===== config.mk =====
export PLATFORM = sky130hd
export DESIGN_NAME = pc_source_reg
export DESIGN_NICKNAME = d
export VERILOG_FILES = /design/src/rtl/pc_source_reg.sv
export SDC_FILE = /design/constraint.sdc
export NUM_CORES = 1
export LEC_CHECK = 0
export CAP_MARGIN = 15
export CORE_AREA = 2 2 141 143
export DETAILED_ROUTE_END_ITERATION = 6
export DIE_AREA = 0 0 143 145
export PLACE_DENSITY = 0.74
export SLEW_MARGIN = 10
export SYNTH_ARGS = -nofsm -noshare
export SYNTH_HDL_FRONTEND = slang
export SYNTH_SLANG_ARGS = --single-unit
export TNS_END_PERCENT = 10

===== constraint.sdc =====
create_clock -name clk -period 1.93 [get_ports clk]
set_clock_uncertainty 0.05 [all_clocks]
set_input_delay 0.386 -clock clk [delete_from_list [all_inputs] [get_ports clk]]
set_output_delay 0.386 -clock clk [all_outputs]
set_load 0.03 [all_outputs]

===== src/rtl/pc_source_reg.sv =====
// pc_source_reg
//
// Program-counter stage for the multicycle datapath. It selects the next PC
// from NUM_SRC packed candidates and holds it in an internal register. It also
// provides conditional (branch) writes, an optional word-alignment check, and a
// two-state RUN/TRAP sequencer that captures EPC and the fault cause.
//
// Ports:
//   clk            rising-edge clock for all state
//   reset          synchronous, active-high reset
//   sel            candidate index
//   src            packed candidates, source i at [i*WIDTH +: WIDTH]
//   pc_write       unconditional update request
//   pc_write_cond  branch update request, qualified by cond
//   cond           branch condition
//   exc_req        external exception request
//   pc             current PC register
//   next_pc        combinational src[sel], zero for an out-of-range sel
//   epc            PC captured at the last fault
//   cause          00 none, 01 external, 10 misaligned, 11 bad select
//   trap           high for the single TRAP-state cycle
//   busy           high in TRAP; update requests are ignored
module pc_source_reg #(
    parameter int                WIDTH        = 32,
    parameter int                NUM_SRC      = 8,
    parameter int                SEL_W        = 3,
    parameter logic [WIDTH-1:0]  RESET_VECTOR = '0,
    parameter logic [WIDTH-1:0]  EXC_VECTOR   = WIDTH'(32'h0000_00FC),
    parameter int                ALIGN_CHECK  = 1
) (
    input  logic                     clk,
    input  logic                     reset,
    input  logic [SEL_W-1:0]         sel,
    input  logic [NUM_SRC*WIDTH-1:0] src,
    input  logic                     pc_write,
    input  logic                     pc_write_cond,
    input  logic                     cond,
    input  logic                     exc_req,
    output logic [WIDTH-1:0]         pc,
    output logic [WIDTH-1:0]         next_pc,
    output logic [WIDTH-1:0]         epc,
    output logic [1:0]               cause,
    output logic                     trap,
    output logic                     busy
);

    typedef enum logic {
        RUN  = 1'b0,
        TRAP = 1'b1
    } state_t;

    localparam logic [1:0] CAUSE_EXT   = 2'b01;
    localparam logic [1:0] CAUSE_ALIGN = 2'b10;
    localparam logic [1:0] CAUSE_SEL   = 2'b11;

    state_t           state_q, state_d;
    logic [WIDTH-1:0] pc_q, pc_d;
    logic [WIDTH-1:0] epc_q, epc_d;
    logic [1:0]       cause_q, cause_d;
    logic             trap_q, trap_d;
    logic             busy_q, busy_d;

    logic [WIDTH-1:0] next_pc_w;
    logic             sel_valid;
    logic             upd;
    logic             misaligned;

    // Candidate mux. Select codes at or above NUM_SRC match no candidate and
    // therefore yield zero, which is also what the bad-select fault sees.
    always_comb begin
        next_pc_w = '0;
        for (int i = 0; i < NUM_SRC; i++) begin
            if (sel == SEL_W'(i)) begin
                next_pc_w = src[i*WIDTH +: WIDTH];
            end
        end
    end

    assign sel_valid  = (int'(sel) < NUM_SRC);
    assign upd        = pc_write | (pc_write_cond & cond);
    assign misaligned = (ALIGN_CHECK != 0) && (next_pc_w[1:0] != 2'b00);

    // Next-state logic. In RUN the fault priority is external exception, then
    // bad select, then misalignment. Select and alignment faults count only
    // when an update is actually requested. A fault holds pc for the TRAP
    // cycle. TRAP ignores every input, exc_req included, and loads the vector
    // on its way back to RUN.
    always_comb begin
        state_d = state_q;
        pc_d    = pc_q;
        epc_d   = epc_q;
        cause_d = cause_q;
        case (state_q)
            RUN: begin
                if (exc_req) begin
                    epc_d   = pc_q;
                    cause_d = CAUSE_EXT;
                    state_d = TRAP;
                end else if (upd && !sel_valid) begin
                    epc_d   = pc_q;
                    cause_d = CAUSE_SEL;
                    state_d = TRAP;
                end else if (upd && misaligned) begin
                    epc_d   = pc_q;
                    cause_d = CAUSE_ALIGN;
                    state_d = TRAP;
                end else if (upd) begin
                    pc_d = next_pc_w;
                end
            end
            TRAP: begin
                pc_d    = EXC_VECTOR;
                state_d = RUN;
            end
            default: begin
                state_d = RUN;
            end
        endcase
        trap_d = (state_d == TRAP);
        busy_d = (state_d == TRAP);
    end

    // State register with synchronous reset. Reset overrides a pending vector
    // load, so a reset during TRAP returns directly to RUN at RESET_VECTOR.
    always_ff @(posedge clk) begin
        if (reset) begin
            state_q <= RUN;
            pc_q    <= RESET_VECTOR;
            epc_q   <= '0;
            cause_q <= 2'b00;
            trap_q  <= 1'b0;
            busy_q  <= 1'b0;
        end else begin
            state_q <= state_d;
            pc_q    <= pc_d;
            epc_q   <= epc_d;
            cause_q <= cause_d;
            trap_q  <= trap_d;
            busy_q  <= busy_d;
        end
    end

    assign pc      = pc_q;
    assign next_pc = next_pc_w;
    assign epc     = epc_q;
    assign cause   = cause_q;
    assign trap    = trap_q;
    assign busy    = busy_q;

endmodule


# Yosys cells after proc, flatten, opt, wreduce, memory -nomap -nowiden
# Cells that the tools add are included.
# W data, S select, Z words.
# word_totals
reg_bits,67
in_bits,265
output_inout_bits,100
# op_classes
n_eq_ne,10
n_mux,19
bitwise_logic,3
reduce_logical,6
# op_table
cell,n
$mux W32,13
$pmux W32 S2,1
$eq A3 B3 Y1 const B,4
$eq A3 B2 Y1 const B,2
$ne A2 B2 Y1 const B,3
$mux W2,2
$reduce_bool A2 Y1,2
$eq A3 B1 Y1 const B,1
$logic_not A3 Y1,1
$reduce_and A3 Y1,1
$mux W1,2
$pmux W1 S2,1
$reduce_and A2 Y1,1
$and A1 B1 Y1,1
$logic_and A1 B1 Y1,1
$not A1 Y1,1
$or A1 B1 Y1,1

# Logic depth before layout (Yosys ltp)
# Gate-level depths: netlist of the first run.
# logic_depth
depth_word,14
mapped_depth,10

# Worst setup path after synthesis of the first run
# OpenSTA, ideal clock, no wires.
# synth_timing
kind,input to output
from,input port sel[1]
to,output port next_pc[23]
arrival_time_ps,1907
setup_slack_ps,-413
cell_stages,8
path_buffers,4
cell_sequence,buf_6 buf_4 buf_2 clkbuf_1 nand2_1 a21oi_1 a21oi_1 a21oi_1
# synth_via
elab_chain_cells,9
elab_cells_between_ends,16
classes_between,eq/ne (7); mux (8); reduce/logical (1)
# synth_rtl
item,line_no,source
start: declaration,33,"input logic [SEL_W-1:0] sel,"
$logic_not A3 Y1,73,if (sel == SEL_W'(i)) begin
$mux W32 (7 in a row),73,
$mux W32 (*),73,
end: declaration,40,"output logic [WIDTH-1:0] next_pc,"
# Every way passes the cells marked *; elsewhere a longest branch is shown, timed or not.

# Worst setup path in the final report of the first run
# layout_timing
from,input port sel[0]
to,output port next_pc[2]
# The elaborated chain is that of the path after synthesis.

==> results of run 1 <==
[layout make-up]
type / instances / area, um2
Clock inverter: 3 / 40.0
Clock buffer: 11 / 243
Fill cell: 1681 / 8780
Timing Repair Buffer: 473 / 4840
Sequential cell: 67 / 1340
Inverter: 5 / 18.8
Antenna cell: 2 / 5.00
Multi-Input combinational cell: 378 / 3610
Tap cell: 265 / 332
[state kept, by name, summed over array words and instances, names as in the netlist]
signal	cells
cause	2
pc	32
epc	32
busy	1
[routing by layer]
metal  track usage  up-vias
met5             0        -
met1         0.267     2804
met4        0.0752        0
li1              -     2743
met2         0.389      253
met3        0.0373       33
[per-stage QoR]
step	cells	cell area, um2	setup TNS [ns]	setup WS [ns]	util
after floorplan	497	4940	-2.19	-0.0583	-
after global placement	1156	9250	-53.51	-0.681	0.482
after detailed placement	1156	9250	-55.30	-0.709	0.482
after CTS	1195	10200	-4.93	-0.210	0.532
after global routing	1204	10400	-11.07	-0.223	0.543
final	1204	10400	-6.44	-0.190	0.543
[synth_stat cells, types with 2 or more instances]
master | number | area, um2
inv_1 | 4 | 15.0
o221a_2 | 3 | 33.8
a22oi_1 | 4 | 30.0
mux4_2 | 27 | 608
a22o_1 | 35 | 307
and2b_1 | 2 | 15.0
clkbuf_1 | 12 | 45.0
nand2b_1 | 3 | 18.8
o32ai_1 | 2 | 17.5
o21ai_2 | 2 | 17.5
dfxtp_1 | 67 | 1340
a32o_1 | 2 | 20.0
buf_2 | 20 | 100
nor2b_1 | 7 | 43.8
nand2_1 | 47 | 176
nor3b_1 | 2 | 15.0
mux2_2 | 31 | 349
o22ai_1 | 4 | 25.0
buf_1 | 2 | 7.51
nor2_1 | 49 | 184
a2bb2oi_1 | 3 | 26.3
and2_1 | 2 | 12.5
mux2i_1 | 41 | 410
o21ai_0 | 24 | 120
a21oi_1 | 66 | 330
a221oi_1 | 4 | 35.0
buf_4 | 6 | 45.0
o211a_1 | 3 | 30.0
buf_6 | 7 | 78.8
[worst max-delay path: cells and delay by family]
kind,cells,cell delay [ns]
buf+inv,4,0.55
compound gates,1,0.09
mux,1,0.51
simple gates,1,0.13
[how the worst max path moves through the flow]
| stage | to | slack, ns | start | cells after the start |
|---|---|---|---|---|
| finish | next_pc[2] | -0.19 | sel[0] | 7 |
| global route | next_pc[2] | -0.22 | sel[0] | 7 |
| CTS | next_pc[20] | -0.21 | sel[0] | 8 |
| detailed placement | epc[15] | -0.71 | src[129] | 7 |
| global placement | next_pc[13] | -0.68 | src[173] | 4 |
| floorplan | pc[5] | -0.06 | sel[1] | 9 |
[cells by family (layout without fill, tap and decap cells)]
kind of cell	after synthesis	in the layout	synth area share
AO/OA/AOI/OAI	160	161	0.234
buffers and inverters	53	492	0.0682
flip-flops	67	67	0.290
multiplexers	100	100	0.299
other	0	2	0
AND/OR/NAND/NOR	117	117	0.109
[where the power goes]
group | internal (mW) | switching, mW
clock network | 1.01 | 0.546
registers | 1.45 | 0.0469
logic | 1.42 | 1.16
total | 3.88 | 1.75
[repair_timing]
action	4_1_cts	5_1_grt
setup buffers	20	5
pin swaps	47	30
endpoints found under the setup margin	95	95
resized for setup	229	35
cloned	5	3
==> key figures, run 1 <==
Run status
  – Status: finished, violations left
  – Violated checks: setup timing

Synth
  – Synth warn: 0
  – Register area share after synthesis: 0.290
  – Ys async rst share: 0
  – Synth unique cells: 45
  – Post-synth EDFFs: 0
  – Syn_nets: approximately 760
  – Syn Inst Count: 497
  – Mapped cell area: roughly 4600 um2
  – Seq cells post-synth: 67
  – Syn avg cell area: around 9.3 um2
  – Leading register cell type out of synthesis: dfxtp_1

Clock tree
  – Clock Tree Buf Depth: 2
  – Root Driver: clkbuf_16
  – CTS H-tree depth: 3
  – Clk sinks: 67
  – Worst-path clk slew: approximately 0.050 ns
  – Total CTS buffers: 9
  – Cts hold-fix bufs: 0
  – CTS tree: built
  – Clk Latency, worst-skew pair: between 0.3 and 0.4 ns

Finish
  – Most frequent cells in the layout: 257 x clkdlybuf4s50_1, 81 x buf_4, 67 x dfxtp_1, 65 x dlygate4sd2_1, 46 x nor2_1
  – Nets: between 1k and 1.5k
  – Share of layout cells above drive strength 1: 0.344
  – Commonest non-fill, non-tap cell in the layout: clkdlybuf4s50_1
  – P&R area growth vs syn: 126%

Timing
  – Period Utilization, post-route: 1.10
  – Worst slew margin: 0.614
  – RSZ-0062 raised after global routing: yes
  – Worst-Margin Slew: approximately 0.58 ns
  – PnR worst setup slack: -0.190 ns
  – Min Hold Slack: 0.420 ns
  – Fin. Hold Viols: 0
  – Max Slew Vio Count: 0
  – Min Tclk post-route: between 2 and 2.5 ns
  – Max Freq: roughly 470 MHz
  – # setup viols final: just under 90

Routing
  – Routed length on met1: 9770 um
  – Vias per std cell: 4.84
  – Via count: ~5.8k
  – Detailed Routing Iterations Pass 1: 4
  – DR WL met2: between 10,000 and 15,000 um
  – Routed WL per cell: approximately 20 um
  – Met3 wire len: around 1300 um
  – # DRC: 0
  – Iteration-0 DRC count of the detailed router: ~300
  – Residual antenna-violating net count after detailed routing: 0
  – Top Layer Used: met4
  – Detailed Route WL: 23,700 um

Global route
  – Vias in the first global route: between 6k and 7k
  – Global route total overflow: 0
  – First-pass GRT wire length: around 35,000 um
  – Initial antenna violation count: 2
  – Pin count of the biggest net entering global routing: 37
  – Total track usage: 0.220

Die
  – Row Count: 51
  – Total core area: ~19,000 um2
  – DIE HEIGHT: 145 um
  – IO Count: approximately 370
  – Die Area: around 21,000 um2
  – Initial Utilization: 0.241
  – Die width: 143 um

Worst setup path
  – CP max stage cell: mux4_2
  – Reg2Reg Setup Slack: roughly 0.36 ns
  – CP Capture Type: output port
  – Critical path startpoint category: input port
  – Crit path required time: between 1 and 1.5 ns
  – Crit path cell chain: buf_16 > buf_12 > buf_12 > mux4_2 > nor2_2 > o22ai_2 > buf_6
  – Critical Path Fanout Max: 8
  – Most used cell along the critical path: buf_12
  – Critical R2R Capture: epc[23]
  – Worst EP arrival: 1.68 ns
  – Worst Reg2Reg Path Length in Cells: 3
  – WS Path Type: input port to output port
  – Reg2reg start: busy
  – Crit-path max cell delay: a little over 0.5 ns

Pwr
  – PwrDens: about 540 nW/um2
  – Leakage: ~4.2 nW
  – Pwr Total: 5.64 mW
  – VDD IR max: ~290 uV

Placed design
  – Placer Congestion: 0.903
  – Hpwl dp: approximately 18,000 um
  – IO buf count: about 360

Run
  – Max-cap violations: 0

Hold path
  – Hold Crit Class: register to register
  – HP Start: cause[1]
  – Hold path cells: 1
  – Hold endpoint: cause[1]
Power figures use the tool's default switching activity.
==> run 2, diff against run 1 <==
Settings changed: CELL_PAD_IN_SITES_DETAIL_PLACEMENT from default to 1, CELL_PAD_IN_SITES_GLOBAL_PLACEMENT from default to 1, CORE_AREA 2 2 141 143 to default, CORE_MARGIN from default to 2, CORE_UTILIZATION from default to 21, DIE_AREA 0 0 143 145 to default, GPL_ROUTABILITY_DRIVEN from default to 0, HOLD_SLACK_MARGIN from default to 0.12, PLACE_DENSITY 0.74 to 0.89.
==> key figures, run 2 (same netlist as run 1, synthesis figures left out) <==
Worst setup path
  – Reg2Reg Setup Slack: 0.54 ns (+0.18 ns)
  – Critical path startpoint category: input port
  – Worst EP arrival: 1.80 ns (+0.12 ns)
  – Crit path required time: 1.49 ns (about the same)
  – Worst Reg2Reg Path Length in Cells: 4 (+1)
  – WS Path Type: input port to output port
  – Crit-path max cell delay: 0.32 ns (-0.19 ns)
  – Reg2reg start: busy
  – Worst Path Buf+Inv: 6 (+2)
  – Crit path cell chain: buf_12 > buf_12 > buf_6 > mux2_4 > a21oi_4 > o2111a_2 > buf_6 > inv_2 > buf_6
  – CP Capture Type: output port
  – Crit path max-delay family: buffers and inverters
  – CP max stage cell: o2111a_2
  – Critical R2R Capture: epc[16]
  – CP startpoint: sel[1]
  – Critical Path Fanout Max: 7 (-1)
  – Most used cell along the critical path: buf_6

Clock tree
  – CTS H-tree depth: 3 (unchanged)
  – Clk sinks: 67 (unchanged)
  – Total CTS buffers: 9 (unchanged)
  – Cts hold-fix bufs: 0 (unchanged)
  – CTS tree: built
  – Clk Latency, worst-skew pair: 0.33 ns (about the same)
  – Clock Tree Buf Depth: 2 (unchanged)
  – Worst-path clk slew: 0.05 ns (about the same)
  – Root Driver: clkbuf_16

Global route
  – First-pass GRT wire length: 43,700 um (+27%)
  – Total track usage: 0.245 (+0.0248)
  – Global route total overflow: 0 (unchanged)
  – Vias in the first global route: 7,108 (+18%)
  – Initial antenna violation count: 8 (+6)
  – Pin count of the biggest net entering global routing: 27 (-27%)

Die
  – Total core area: 21,700 um2 (+13%)
  – DIE HEIGHT: 152 um (+5.1%)
  – Row Count: 54 (+5.9%)
  – Die Area: 23,200 um2 (+12%)
  – IO Count: 365 (unchanged)
  – Die width: 152 um (+6.6%)
  – Initial Utilization: 0.213 (-0.0275)

Finish
  – Core Util, Final: 0.499 (-0.0436)
  – Finished Cell Area: 10,800 um2 (+3.8%)
  – Nets: 1,223 (+2.0%)
  – P&R area growth vs syn: 134%
  – Most frequent cells in the layout: 245 x clkdlybuf4s50_1, 84 x buf_4, 67 x dfxtp_1, 66 x dlygate4sd2_1, 47 x buf_6
  – Commonest non-fill, non-tap cell in the layout: clkdlybuf4s50_1
  – Share of layout cells above drive strength 1: 0.377 (+0.0337)

Run status
  – Status: finished, violations left
  – Violated checks: setup timing

Timing
  – Min Tclk post-route: 2.23 ns (+0.114 ns)
  – # setup viols final: 95 (+9.2%)
  – Max Freq: 448 MHz (-5.1%)
  – Min Hold Slack: 0.414 ns (-0.00572 ns)
  – RSZ-0062 raised after global routing: yes
  – Worst slew margin: 0.736 (+0.123)
  – Setup TNS: -14.44 ns (-8.00 ns)
  – PnR worst setup slack: -0.304 ns (-0.114 ns)
  – Fin. Hold Viols: 0 (unchanged)
  – Period Utilization, post-route: 1.16 (+0.0592)
  – Worst-Margin Slew: 0.394 ns (-0.184 ns)
  – Max Slew Vio Count: 0 (unchanged)

Pwr
  – Leakage: 4.38 nW (+4.7%)
  – PwrDens: 536 nW/um2 (-0.88%)
  – VDD IR max: 415 uV (+41%)
  – Pwr Total: 5.80 mW (+2.9%)

Routing
  – Iteration-0 DRC count of the detailed router: 244 (-18%)
  – Routed WL per cell: 23.7 um (+20%)
  – Via count: 6,153 (+5.5%)
  – Detailed Route WL: 29,600 um (+25%)
  – Detailed Routing Iterations Pass 1: 4 (unchanged)
  – Vias per std cell: 4.93 (+1.8%)
  – Residual antenna-violating net count after detailed routing: 0 (unchanged)
  – # DRC: 0 (unchanged)

Placed design
  – Placed Area: 9520 um2 (+2.9%)
  – Hpwl dp: 22,600 um (+23%)
  – IO buf count: 364 (unchanged)

Hold path
  – Hold endpoint: cause[1]
  – Hold Crit Class: register to register
  – Hold path cells: 1 (unchanged)
  – HP Start: cause[1]

Run
  – Max-cap violations: 0 (unchanged)
## run 2: cell count changes in the layout (fill, tap and decap cells not counted), sizes merged
| cell | previous run | this run |
|---|---|---|
| a21oi | 68 | 67 |
| buf | 140 | 169 |
| bufbuf | 1 | 0 |
| clkbuf | 14 | 11 |
| clkdlybuf4s15 | 1 | 5 |
| clkdlybuf4s50 | 257 | 245 |
| clkinvlp | 0 | 2 |
| diode | 2 | 6 |
| dlygate4sd2 | 65 | 66 |
| dlymetal6s2s | 6 | 12 |
## run 2: how the worst max path moves through the flow
| stage | cells after the start | to | slack, ns |
|---|---|---|---|
| after floorplan | 9 | pc[5] | -0.06 |
| after global placement | 9 | next_pc[30] | -0.79 |
| after detailed placement | 9 | next_pc[30] | -0.80 |
| after CTS | 9 | next_pc[20] | -0.25 |
| after global routing | 9 | next_pc[1] | -0.32 |
| final | 9 | next_pc[1] | -0.30 |
## run 2: per-stage QoR
stage / std cells / worst slack, ns
finish: 1248 / -0.304
global route: 1245 / -0.318
CTS: 1241 / -0.253
detailed placement: 1189 / -0.802
global placement: 1189 / -0.786
floorplan: 497 / -0.0583
## run 2: repair_timing
action / CTS / global route
pin swaps: 78 / 27
gates resized for setup: 300 / 64
gates cloned: 3 / 0
buffers inserted: 36 / 1
endpoints found under the setup margin: 100 / 98
## run 2: layout make-up
class	count	area [um2]
clock inverter	5	55.1
fill	2356	10900
inverter	5	18.8
sequential	67	1340
tap	280	350
antenna	6	15.0
clock buffer	10	229
timing repair buffer	498	5160
multi-input combinational	377	3660
## run 2: where the power goes
group / internal [mW] / total [mW] / leakage, nW / switching, mW
clock: 0.987 / 1.57 / 0.134 / 0.584
combinational: 1.48 / 2.74 / 3.71 / 1.26
sequential: 1.45 / 1.50 / 0.544 / 0.0500
total: 3.91 / 5.80 / 4.38 / 1.89
## run 2: per-layer routing
metal / wire length (um) / up-vias / global-route usage / share of wire
met2: 15100 / 302 / 0.443 / 0.51
met1: 11400 / 2978 / 0.279 / 0.38
met4: 1370 / 4 / 0.105 / 0.046
met3: 1710 / 83 / 0.0512 / 0.058
met5: 27 / - / 0 / 0.00091
li1: - / 2786 / - / -
==> run 3, diff against run 2 <==
Settings changed: CTS_CLUSTER_SIZE from default to 14.
==> results of run 3 <==
Final layout, timing and power as in run 2 (identical DEF).
